--- src/rtl/mem_exc_ctrl.sv ---
// mem_exc_ctrl: MEM-stage exception resolver and flush sequencer feeding CP0.
//   clk, rst                     clock, synchronous active-high reset
//   exc_flags_i                  per-instruction flags (8 syscall, 9 invalid, 10 trap, 11 overflow, 12 eret)
//   inst_valid_i/inst_addr_i     MEM instruction valid and PC
//   is_in_delayslot_i            MEM instruction is in a delay slot
//   cp0_status/cause/epc_i       current CP0 registers
//   wb_cp0_we/waddr/wdata_i      WB-stage CP0 write, forwarded
//   exception_type_o             resolved type code to CP0
//   exc_inst_addr_o/exc_delayslot_o  faulting PC and delay-slot flag
//   flush_o/new_pc_o             one-cycle flush and redirect PC
//   irq_pending_o                interrupt true but not taken this cycle
//   exc_count_o                  wrapping count of flushes
module mem_exc_ctrl #(
    parameter logic [31:0] EXC_VECTOR      = 32'h0000_0040,
    parameter int          DRAIN_CYCLES    = 2,
    parameter int          CP0_STATUS_ADDR = 12,
    parameter int          CP0_CAUSE_ADDR  = 13,
    parameter int          CP0_EPC_ADDR    = 14
) (
    input  logic        clk,
    input  logic        rst,
    input  logic [31:0] exc_flags_i,
    input  logic        inst_valid_i,
    input  logic [31:0] inst_addr_i,
    input  logic        is_in_delayslot_i,
    input  logic [31:0] cp0_status_i,
    input  logic [31:0] cp0_cause_i,
    input  logic [31:0] cp0_epc_i,
    input  logic        wb_cp0_we_i,
    input  logic [4:0]  wb_cp0_waddr_i,
    input  logic [31:0] wb_cp0_wdata_i,
    output logic [31:0] exception_type_o,
    output logic [31:0] exc_inst_addr_o,
    output logic        exc_delayslot_o,
    output logic        flush_o,
    output logic [31:0] new_pc_o,
    output logic        irq_pending_o,
    output logic [15:0] exc_count_o
);
    typedef enum logic {IDLE, DRAIN} state_t;
    // Only the software-interrupt and IV/BD-style bits of Cause are writable.
    localparam logic [31:0] CAUSE_FWD_MASK = 32'h00C0_0300;
    localparam logic [2:0]  DRAIN_LOAD     = 3'(DRAIN_CYCLES - 1);
    state_t      state_q;
    logic [2:0]  cnt_q;
    logic [15:0] count_q, count_d;
    logic        wb_status, wb_cause, wb_epc;
    logic [31:0] status, cause, epc, type_raw;
    logic        irq, accept, unused_bits;
    assign wb_status = wb_cp0_we_i && wb_cp0_waddr_i == 5'(CP0_STATUS_ADDR);
    assign wb_cause  = wb_cp0_we_i && wb_cp0_waddr_i == 5'(CP0_CAUSE_ADDR);
    assign wb_epc    = wb_cp0_we_i && wb_cp0_waddr_i == 5'(CP0_EPC_ADDR);
    assign status = wb_status ? wb_cp0_wdata_i : cp0_status_i;
    assign cause  = wb_cause ? (cp0_cause_i & ~CAUSE_FWD_MASK) | (wb_cp0_wdata_i & CAUSE_FWD_MASK) : cp0_cause_i;
    assign epc    = wb_epc ? wb_cp0_wdata_i : cp0_epc_i;
    assign irq    = status[0] & ~status[1] & |(cause[15:8] & status[15:8]);
    assign accept = state_q == IDLE && inst_valid_i && !rst;
    always_comb begin
        type_raw = irq            ? 32'h1 :
                   exc_flags_i[8]  ? 32'h8 :
                   exc_flags_i[9]  ? 32'hA :
                   exc_flags_i[10] ? 32'hD :
                   exc_flags_i[11] ? 32'hC :
                   exc_flags_i[12] ? 32'hE : 32'h0;
    end
    assign exception_type_o = accept ? type_raw : '0;
    assign flush_o          = exception_type_o != '0;
    assign new_pc_o         = !flush_o ? '0 : exception_type_o == 32'hE ? epc : EXC_VECTOR;
    assign exc_inst_addr_o  = rst ? '0 : inst_addr_i;
    assign exc_delayslot_o  = !rst && is_in_delayslot_i;
    assign irq_pending_o    = irq && !accept && !rst;
    assign count_d          = flush_o ? count_q + 16'd1 : count_q;
    assign exc_count_o      = count_q;
    assign unused_bits = ^{exc_flags_i[31:13], exc_flags_i[7:0], status[31:16], status[7:2],
                           cause[31:16], cause[7:0]};
    always_ff @(posedge clk) begin
        if (rst) begin
            state_q <= IDLE;
            cnt_q   <= '0;
            count_q <= '0;
        end else begin
            count_q <= count_d;
            if (state_q == IDLE) begin
                if (flush_o && DRAIN_CYCLES > 0) begin
                    state_q <= DRAIN;
                    cnt_q   <= DRAIN_LOAD;
                end
            end else begin
                cnt_q <= cnt_q == '0 ? '0 : cnt_q - 3'd1;
                if (cnt_q == '0) state_q <= IDLE;
            end
        end
    end
endmodule

--- config.mk ---
export PLATFORM = sky130hd
export DESIGN_NAME = mem_exc_ctrl
export DESIGN_NICKNAME = d
export VERILOG_FILES = /design/src/rtl/mem_exc_ctrl.sv
export SDC_FILE = /design/constraint.sdc
export NUM_CORES = 1
export LEC_CHECK = 0
export CAP_MARGIN = 15
export CORE_AREA = 2 2 122 124
export CTS_BUF_LIST = sky130_fd_sc_hd__clkbuf_8
export CTS_CLUSTER_DIAMETER = 150
export DETAILED_ROUTE_END_ITERATION = 8
export DIE_AREA = 0 0 124 126
export PLACE_DENSITY = 0.66
export SYNTH_ARGS = -nofsm -noshare
export SYNTH_HDL_FRONTEND = slang
export SYNTH_SLANG_ARGS = --single-unit
--- constraint.sdc ---
create_clock -name clk -period 9.5 [get_ports clk]
set_input_delay 2.85 -clock clk [delete_from_list [all_inputs] [get_ports clk]]
set_output_delay 2.85 -clock clk [all_outputs]
set_load 0.005 [all_outputs]
==> results.toml, run 1 <==
[run_status]
status = "complete, no violations"

[yosys]
synth_most_common_cell = "nand2_1"
async_flop_share = 0
yosysWarnings = 0
synth_top_area_share = 0.187
synth-main-ff-cell = "dfxtp_1"
seq_area_frac_synth = 0.187
yosysTopAreaCell = "dfxtp_1"
synthesis.area_um2 = 2140
synth_edf_count = 0
syn_inst = 323
syn-mean-instance-area_um2 = 6.64
netlist-cell-type-count = 43
synth_commonest_cells = "75 x nand2_1, 45 x a21oi_1, 34 x nor2b_1"
synth.area.top_cells = "dfxtp_1 19%, nand2_1 13%, a21oi_1 11%, nor2b_1 9.9%, buf_4 9.8%"
ys_ff_latch = 20

[critical_path]
critPathMaxFanout = 24
critical_path_class = "in -> out"
required_ps = 6650
cp_cell_sequence = "clkdlybuf4s50_1 > nand4b_4 > nor3_4 > mux2_2 > a22oi_1 > a41oi_4 > nor2_1 > nand4_1 > buf_4 > a21oi_1 > clkdlybuf4s50_1"
cp-startpoint = "wb_cp0_waddr_i[3]"
cpPeakStageDelay_ps = 550
reg2reg_setup_slack_ps = 7470
reg2reg_to = "exc_count_o[15]"
crit_arrival_ps = 6070
worst_path_max_delay_cell = "clkdlybuf4s50_1"
cp_num_buf_inv = 3
timing.rr.start = "exc_count_o[2]"
ff2ff_path_depth = 5
end_kind = "output pin"
critPathLaunchType = "primary input"
crit_top_cell = "clkdlybuf4s50_1"
cp_top_family = "buffers and inverters"

[sta]
max_freq_mhz = 112
fin_skew_ps = 4.89
setup_viol = 0
fin_crit_ps = 8920
period_share = 0.939
finalHoldViolations = 0
relSlewSlack = 0.576
final_max_slew_viol_count = 0
setup_slack_ps = 581
tns_ps = 0
rsz0062_at_grt = "no"
worstMarginPinSlew_ps = 636

[pwr]
leakage_nw = 1.63
p_sw_frac = 0.248
comb_power_share = 0.442
seq_power_share = 0.347
p_int_w = 0.000187
powerDensity_nw_per_um2 = 55.7
p_sw_w = 0.0000617
clockPowerShare = 0.211
vdd_drop_max_mv = 0.0370

[die]
io_pins = 317
core_area_um2 = 14300
die-area_um2 = 15600
row_count = 44
chipHeight_um = 126
initial_core_util = 0.150
die_w_um = 124

[cells_and_area]
diodes = 0
post_route_cells_drive_above_1_share = 0.0415
nets = 737
postLayoutCoreUtil = 0.312
synthToLayoutAreaGrowth_pct = 108

[min_path]
whs_path_depth = 2
min_from = "exc_count_o[4]"
hp-class = "reg -> reg"
holdPathEnd = "exc_count_o[4]"

[clock_tree]
clock-sinks = 20
clk_latency_ps = 250
numCtsBuffers = 3
cts_max_level = 1
clkTransAtPathRegs_ps = 60
clockBufferDepth = 2
root_buffer = "clkbuf_8"
post_cts_buffers = 0
post_cts_resized = 0
hold_buffers = 0
cts_tree = "yes"

[routing]
dr.first_iter.drc_count = 74
vias = 2892
ant_nets = 0
vias_per_cell = 4.05
drt-total-wl_um = 9280
drc = 0
wl_per_cell_um = 13.0
drt-pass1-iter-count = 5

[global_route]
first_global_vias = 2673
grt_pass1_wl_um = 13200
grt_max_degree = 50
antenna_found_initial = 0
grt-ovfl-total = 0
grt_usage = 0.107

[place]
place_ws_ps = 516
numPortBuffers = 215
gp_congestion = 0.765
dpl.hpwl_um = 7670

[job]
drv_cap = 0
==> worst register-to-register path: stages (launching register included) <==
cell	delay, ps
dfxtp_1	420
and3_1	210
nand3_1	240
or3_1	470
or4_1	480
a21oi_1	150
==> cell families after synthesis <==
family,Yosys count,share of synthesized area
flip-flops,20,0.187
multiplexers,8,0.0409
buffers and inverters,53,0.143
adder cells (fa/ha/maj),3,0.0175
other,1,0.00175
AND/OR/NAND/NOR,159,0.369
AO/OA/AOI/OAI,77,0.233
XOR/XNOR,2,0.00817
==> layer usage <==
metal / share of wire / track usage / up-vias
met2: 0.50 / 0.210 / 180
li1: - / - / 1464
met1: 0.37 / 0.112 / 1246
met4: 0.0032 / 0.0139 / 0
met3: 0.13 / 0.0322 / 2
met5: 0 / 0 / -
==> layout by cell type (no fill, tap or decap), types with 2 or more instances in the layout <==
cell / count
nor2_1: 16
nand3_1: 6
mux2i_1: 2
o21a_1: 3
clkdlybuf4s50_1: 215
o21ai_0: 3
a22oi_1: 2
a31oi_1: 2
xor2_1: 2
conb_1: 28
inv_1: 8
and3_1: 2
o211ai_1: 3
o41ai_1: 4
mux2_2: 4
or4_1: 5
nor3_1: 4
and2_1: 3
ha_1: 3
or2_2: 2
buf_4: 6
nand2_1: 75
clkbuf_8: 3
nand2b_1: 3
dfxtp_1: 20
nor2b_1: 34
o31ai_1: 6
a21oi_1: 45
or3_1: 3
o311ai_0: 3
mux2_1: 2
==> worst max path at each step <==
stage / slack (ps) / to / cells past startpoint
2_1_floorplan: 1900 / new_pc_o[0] / 9
3_3_place_gp: 490 / new_pc_o[2] / 11
3_5_place_dp: 520 / new_pc_o[2] / 11
4_1_cts: 510 / new_pc_o[26] / 11
5_1_grt: 350 / new_pc_o[2] / 11
6_report: 580 / new_pc_o[0] / 11
==> layout make-up <==
type	instances	area [um2]
clock buffer	3	41.3
timing repair buffer	222	2220
multi-input combinational	277	1540
fill	1526	9850
inverter	8	30.0
tap	184	230
sequential	20	400
==> flip-flops by register name, summed over array words and instances (netlist names) <==
name         cells
exc_count_o     16
state_q          1
cnt_q            3
==> stage by stage <==
step,cells,area (um2),total power (W),hold slack [ps]
after floorplan,350,2240,0.000126,467
after global placement,710,4400,0.000198,480
after detailed placement,710,4400,0.000198,483
after CTS,713,4440,0.000253,498
after global routing,714,4460,0.000264,532
final,714,4460,0.000249,496
==> power groups by stage <==
stage / Sequential, W / Combinational, W / Clock (W)
floorplan: 0.0000880 / 0.0000384 / 0
global placement: 0.0000882 / 0.000110 / 0
detailed placement: 0.0000882 / 0.000110 / 0
CTS: 0.0000863 / 0.000111 / 0.0000554
global route: 0.0000866 / 0.000120 / 0.0000577
finish: 0.0000863 / 0.000110 / 0.0000526
Power figures use the tool's default switching activity.
==> inputs of run 2 (changes only) <==
PLACE_DENSITY = unset   (was 0.66)
TNS_END_PERCENT = 20   (was unset)
==> run 2 against run 1 <==
Compared with the run above: register-to-register slack worse by 30 ps; non-clock buffer count down 2; sequential power about the same; total power up 5.6%; wire length up 2.7%; hold slack worse by 5.4 ps; via count up 1.3%; die area unchanged; clock power up 25%; highest routed layer unchanged.
==> results.toml, run 2 (synthesis results as in run 1) <==
[routing]
vias_per_cell = 4.10
drt-total-wl_um = 9530
drt-pass1-iter-count = 6
ant_nets = 0
drc = 0
vias = 2929
dr.first_iter.drc_count = 92
wl_per_cell_um = 13.3

[critical_path]
cpPeakStageDelay_ps = 570
timing.rr.start = "exc_count_o[6]"
end_kind = "output pin"
cp_num_buf_inv = 3
worst_path_max_delay_cell = "clkdlybuf4s50_1"
required_ps = 6650
cp_cell_sequence = "clkdlybuf4s50_1 > nand4b_4 > nor3_4 > mux2_2 > a22oi_1 > a41oi_4 > nor2_1 > nand4_1 > buf_12 > a21oi_1 > clkdlybuf4s50_1"
critical_path_class = "in -> out"
cp_top_family = "buffers and inverters"
critPathLaunchType = "primary input"
crit_arrival_ps = 6140
critPathMaxFanout = 32
cp-startpoint = "wb_cp0_waddr_i[3]"
crit_top_cell = "clkdlybuf4s50_1"

[sta]
relSlewSlack = 0.255
rsz0062_at_grt = "no"
tns_ps = 0
final_max_slew_viol_count = 0
fin_skew_ps = 6.24
finalHoldViolations = 0
fin_crit_ps = 8990
max_freq_mhz = 111
worstMarginPinSlew_ps = 1120
period_share = 0.947
setup_viol = 0

[cells_and_area]
post_route_cells_drive_above_1_share = 0.0397
nets = 735
largest_reg_flops = 16
layout_common_cells = "215 x clkdlybuf4s50_1, 75 x nand2_1, 45 x a21oi_1"
synthToLayoutAreaGrowth_pct = 108
mostFrequentLayoutCell = "clkdlybuf4s50_1"
fillers = 1523

[run_status]
status = "complete, no violations"

[die]
core_area_um2 = 14300
io_pins = 317
initial_core_util = 0.150
row_count = 44
chipHeight_um = 126
die_w_um = 124
die-area_um2 = 15600

[job]
drv_cap = 0

[global_route]
antenna_found_initial = 1
use_met2 = 0.219
grt-ovfl-total = 0
grt_pass1_wl_um = 13300
grt_util_met3 = 0.0385
grt_usage = 0.109
grt_max_degree = 50
grt.busiest_layer = "met2"
first_global_vias = 2782
met1_usage = 0.100

[clock_tree]
hold_buffers = 0
numCtsBuffers = 3
post_cts_buffers = 0
clk_latency_ps = 260
post_cts_resized = 0
clkTransAtPathRegs_ps = 80
cts_max_level = 1
clock-sinks = 20
clockBufferDepth = 2
root_buffer = "clkbuf_8"
cts_tree = "yes"

[min_path]
min_from = "exc_count_o[15]"
hp-class = "reg -> reg"

[place]
numPortBuffers = 215
gp_congestion = 0.768
dpl.hpwl_um = 7840

[pwr]
powerDensity_nw_per_um2 = 58.9
vdd_drop_max_mv = 0.0380
leakage_nw = 1.63
power_w = 0.000263
[run 2: changes by cell type in the layout (fill, tap and decap cells not counted), sizes merged]
cell,change
diode,+1
buf,-2
clkbuf,+1
[run 2: stage by stage]
step | area [um2] | util | setup WS, ps | hold slack, ps | instances
after floorplan | 2240 | - | 1900 | 467 | 350
after global placement | 4400 | 0.307 | 473 | 466 | 709
after detailed placement | 4400 | 0.307 | 433 | 476 | 709
after CTS | 4460 | 0.311 | 416 | 495 | 713
after global routing | 4460 | 0.311 | 298 | 541 | 713
final | 4460 | 0.311 | 508 | 491 | 714
[run 2: final timing paths]
kind / endpoint / slack (ps) / depth (start not counted)
setup / recovery: new_pc_o[22] / 510 / 11
hold / removal: exc_count_o[15] / 490 / 2
setup reg to reg: exc_count_o[15] / 7440 / 6
hold reg to reg: exc_count_o[15] / 490 / 2
[run 2: power breakdown]
group / switching [W] / internal, W / leakage (nW)
combinational: 0.0000366 / 0.0000740 / 1.44
clock: 0.0000286 / 0.0000369 / 0.0288
sequential: 0.00000141 / 0.0000849 / 0.162
total: 0.0000667 / 0.000196 / 1.63
[run 2: worst min-delay path, cell delays in order (launching register included)]
cell and delay [ps]:
dfxtp_1 330, o31ai_1 60, a21oi_1 60
[run 2: metal layers]
layer	vias up	routed length, um	part of all wire
met2	181	4850	0.51
met4	0	113	0.012
met5	-	0	0
met1	1280	3320	0.35
met3	7	1240	0.13
li1	1461	-	-
[run 2: layout make-up]
cell class | instances | area, um2 | area share
multi-input combinational | 277 | 1540 | 0.345
sequential | 20 | 400 | 0.0898
timing repair buffer | 220 | 2200 | 0.494
tap | 184 | 230 | 0.0516
antenna | 1 | 2.50 | 0.000561
clock buffer | 4 | 55.1 | 0.0123
inverter | 8 | 30.0 | 0.00674
